--- src/rtl/serial_tx.sv ---
// UART transmitter: a valid/ready byte FIFO feeding an 8N1 serialiser, LSB first.
// The line is registered, so it lags the FSM state by one clock.
module serial_tx #(
  parameter int CLKS_PER_BIT = 868,
  parameter int FIFO_DEPTH   = 4,
  parameter int STOP_BITS    = 1
) (
  input  logic       clk_in,
  input  logic       rst_in,
  input  logic [7:0] tx_data_in,
  input  logic       tx_valid_in,
  output logic       tx_ready_out,
  output logic       data_out,
  output logic       busy_out
);

  localparam int          AW        = $clog2(FIFO_DEPTH);
  localparam logic [15:0] BAUD_LAST = 16'(CLKS_PER_BIT - 1);
  localparam logic [2:0]  STOP_LAST = 3'(STOP_BITS - 1);

  typedef enum logic [1:0] {S_IDLE, S_START, S_DATA, S_STOP} state_t;

  logic [7:0]  r_mem [FIFO_DEPTH];
  logic [AW:0] r_wptr;
  logic [AW:0] r_rptr;
  state_t      r_state;
  logic [7:0]  r_shift;
  logic [2:0]  r_bit_cnt;
  logic [15:0] r_baud_cnt;
  logic        r_data_out;

  logic        w_full;
  logic        w_empty;
  logic        w_push;
  logic        w_pop;
  logic        w_baud_done;
  state_t      w_state_nxt;
  logic        w_data_nxt;

  // Handshake: a byte transfers on any rising edge where tx_valid_in and
  // tx_ready_out are both high; valid without ready is simply ignored.
  assign w_full       = (r_wptr[AW] != r_rptr[AW]) && (r_wptr[AW-1:0] == r_rptr[AW-1:0]);
  assign w_empty      = (r_wptr == r_rptr);
  assign w_push       = tx_valid_in && !w_full;
  assign w_baud_done  = (r_baud_cnt == BAUD_LAST);

  assign tx_ready_out = !w_full;
  assign data_out     = r_data_out;
  assign busy_out     = (r_state != S_IDLE) || !w_empty;

  always_ff @(posedge clk_in) begin
    if (w_push) r_mem[r_wptr[AW-1:0]] <= tx_data_in;
  end

  always_ff @(posedge clk_in or negedge rst_in) begin
    if (!rst_in) begin
      r_wptr <= '0;
      r_rptr <= '0;
    end else begin
      if (w_push) r_wptr <= r_wptr + 1'b1;
      if (w_pop)  r_rptr <= r_rptr + 1'b1;
    end
  end

  always_comb begin
    w_state_nxt = r_state;
    w_pop       = 1'b0;
    w_data_nxt  = 1'b1;
    case (r_state)
      S_IDLE: begin
        if (!w_empty) begin
          w_pop       = 1'b1;
          w_state_nxt = S_START;
        end
      end
      S_START: begin
        w_data_nxt = 1'b0;
        if (w_baud_done) w_state_nxt = S_DATA;
      end
      S_DATA: begin
        w_data_nxt = r_shift[0];
        if (w_baud_done && r_bit_cnt == 3'd7) w_state_nxt = S_STOP;
      end
      S_STOP: begin
        // Last stop cycle chains straight into the next start bit when data waits.
        if (w_baud_done && r_bit_cnt == STOP_LAST) begin
          if (!w_empty) begin
            w_pop       = 1'b1;
            w_state_nxt = S_START;
          end else begin
            w_state_nxt = S_IDLE;
          end
        end
      end
      default: w_state_nxt = S_IDLE;
    endcase
  end

  always_ff @(posedge clk_in or negedge rst_in) begin
    if (!rst_in) begin
      r_state    <= S_IDLE;
      r_shift    <= '0;
      r_bit_cnt  <= '0;
      r_baud_cnt <= '0;
      r_data_out <= 1'b1;
    end else begin
      r_state    <= w_state_nxt;
      r_data_out <= w_data_nxt;
      if (w_pop) begin
        r_shift <= r_mem[r_rptr[AW-1:0]];
      end else if (r_state == S_DATA && w_baud_done) begin
        r_shift <= {1'b0, r_shift[7:1]};
      end
      if (r_state == S_IDLE || w_state_nxt != r_state) begin
        r_baud_cnt <= '0;
        r_bit_cnt  <= '0;
      end else if (w_baud_done) begin
        r_baud_cnt <= '0;
        r_bit_cnt  <= r_bit_cnt + 3'd1;
      end else begin
        r_baud_cnt <= r_baud_cnt + 16'd1;
      end
    end
  end

endmodule
--- config.mk ---
export PLATFORM = sky130hd
export DESIGN_NAME = serial_tx
export DESIGN_NICKNAME = d
export VERILOG_FILES = /design/src/rtl/serial_tx.sv
export SDC_FILE = /design/constraint.sdc
export NUM_CORES = 1
export LEC_CHECK = 0
export CORE_MARGIN = 2
export CORE_UTILIZATION = 40
export DETAILED_ROUTE_END_ITERATION = 10
export PLACE_DENSITY = 0.65
export REMOVE_ABC_BUFFERS = 1
export SYNTH_ARGS = -nofsm -noshare
export SYNTH_HDL_FRONTEND = slang
export SYNTH_SLANG_ARGS = --single-unit
--- constraint.sdc ---
create_clock -name clk_in -period 6.7 [get_ports clk_in]
set_input_delay 1.005 -clock clk_in [delete_from_list [all_inputs] [get_ports clk_in]]
set_output_delay 1.005 -clock clk_in [all_outputs]
set_load 0.005 [all_outputs]
==> impl_metrics.tcl <==
set metrics [dict create \
    outcome "complete, no violations" \
    synth_top_area_cell "edfxtp_1" \
    synth-seq-cells 68 \
    postCtsSetupRepairBufs 0 \
    worstPathArrival_ps 2220 \
    rsz0062_at_grt "false" \
    synth_ff_type "dfrtp_1" \
    leakage_nw 1.481 \
    coreArea_mm2 0.008134 \
    cts.path.max_buffers 2 \
    hold_viol_final 0 \
    required_ps 5690 \
    drive_gt1_frac 0.1729 \
    syn_avg_cell_area_um2 13.54 \
    yosysSeqAreaShare 0.5591 \
    nNetsFinal 286 \
    slew_viol_final 0 \
    vias_per_cell 5.205 \
    drt-pass1-iter-count 4 \
    hp-class "reg -> reg" \
    cts_hold_buf 0 \
    antenna_found_initial 0 \
    overflow 0 \
    grt_max_degree 37 \
    wl_per_cell_um 14.88 \
    yosysWarnings 0 \
    crit_buf_inv 1 \
    start_util 0.4096 \
    ioPinCount 14 \
    clkTransAtPathRegs_ps 70 \
    final_common_cell "dfrtp_1" \
    area_growth_pct 12.62 \
    die_area_mm2 0.009076 \
    peakVddDrop_mv 0.1618 \
    tns_ps 0 \
    worst_slack_ps 3472 \
    place_area_mm2 0.003530 \
    fin_crit_sh 0.4818 \
    drc_errors 0 \
    crit_family "flip-flops" \
    cts_tree "yes" \
    synth-edff-count 32 \
    drt_iter0_markers 198 \
    die_h_um 95.27 \
    grt_pass1_vias 1979 \
    crit_path_max_incr_delay_ps 750 \
    critPathSlowestCell "dfrtp_1" \
    fin_util 0.4613 \
    crit_type "reg -> out" \
    dr_total_vias 1931 \
    clock_latency_ps 350 \
    worstPathCellList "xnor2_1, nand2_1, or2_2, clkdlybuf4s50_1" \
    start_kind "flip-flop" \
    die_w_um 95.27 \
    cts_resized 0 \
    worst_pin_slew_ps 909.0 \
    p_per_area_mw_per_mm2 266.0 \
    track_usage 0.1420 \
    clock_sinks 68 \
    synthTopCellsByArea "edfxtp_1, dfrtp_1, mux4_2, ha_1, xnor2_1" \
    final_cells 371 \
    synthCells 246 \
    fin_crit_ps 3228 \
    synthDistinctLibCells 47 \
    dp_hpwl_um 3712 \
    pre_cts_ws_ps 3808 \
    synth_top_area_frac 0.2884 \
    port_buffers 13 \
    wl_um 5521 \
    postRouteAntennaNets 0 \
    dp_cells 355 \
    endpoint_kind "output pin" \
    maxSlewHeadroom 0.3940 \
    path_max_fanout 11 \
    gp_congestion 0.8278 \
    synth_async_sr_flop_share 0.5294 \
    maxCapViolCount 0 \
    rows 33 \
    fin_area_mm2 0.003752 \
    cts-root-buf "clkbuf_8" \
    numCtsBuffers 9 \
    grt_pass1_wl_um 9611 \
    setup_viol 0 \
    finClkSkew_ps 6.766 \
    max_clock_freq_mhz 309.8 \
    insertedDiodeCount 0 \
    mappedNetlistArea_mm2 0.003332 \
    mostFrequentLayoutCells "dfrtp_1, edfxtp_1, xnor2_1" \
    cts-htree-levels 3 \
]
-- power breakdown --
group	total, mW	leakage (nW)	internal [mW]	switching [mW]
Sequential	0.506	0.747	0.489	0.0168
Clock	0.377	0.110	0.212	0.165
Combinational	0.115	0.623	0.0477	0.0676
-- sequential cells by signal, indices dropped and copies added, names as in the netlist --
name        cells
r_mem          32
r_baud_cnt     16
r_shift         8
r_bit_cnt       3
r_rptr          3
r_wptr          3
r_state         2
data_out        1
-- kinds of logic after synthesis --
kind of cell               after synthesis  synth area share
and+or+nand+nor                         77            0.1333
DFF                                     68            0.5591
muxes                                   26            0.1228
xor gates and xnor gates                22           0.05783
AOI/OAI and AO/OA                       20           0.04544
buffers and inverters                   19           0.02891
adders and majority gates               14           0.05257
-- routing by layer --
layer | vias to the layer above | GRT usage | routed length, um
met5 | - | 0 | 0
met4 | 0 | 0.07609 | 126
met3 | 12 | 0.03794 | 173
met2 | 24 | 0.2289 | 2667
met1 | 948 | 0.1742 | 2553
li1 | 947 | - | -
-- cells in the mapped netlist, drive strengths merged (5+ instances only) --
cell and n:
buf 6, dfrtp 35, edfxtp 32, ha 14, inv 10, mux2 15
mux4 8, nand2 13, nand3 5, nand4 6, nor2 8, nor3 15
nor4 10, o21ai 5, xnor2 17, xor2 5
-- final cells by class --
type                            count  area [um^2]
Inverter                           10        37.54
Clock inverter                      7        98.84
Multi-Input combinational cell    159         1373
Fill cell                         707         4382
Timing Repair Buffer               13        125.1
Clock buffer                        9        123.9
Sequential cell                    68         1863
Tap cell                          105        131.4
-- path summary, 6_finish.rpt --
kind	startpoint	end	slack (ps)	cells past startpoint
min in group asynchronous	rst_in	r_baud_cnt[15]	770	1
max reg2reg	r_baud_cnt[0]	r_shift[1]	3940	6
min reg2reg	r_wptr[2]	r_wptr[2]	490	1
max in group asynchronous	rst_in	r_shift[6]	5370	1
max	r_rptr[0]	tx_ready_out	3470	4
min	r_wptr[2]	r_wptr[2]	490	1
-- through the flow --
stage               power, mW  hold slack (ps)
finish                 0.9983            494.8
global route            1.047            510.5
CTS                     1.014            502.2
detailed placement     0.6340            487.7
global placement       0.6302            476.5
floorplan              0.5900            447.7
(Power assumes the default switching activity.)
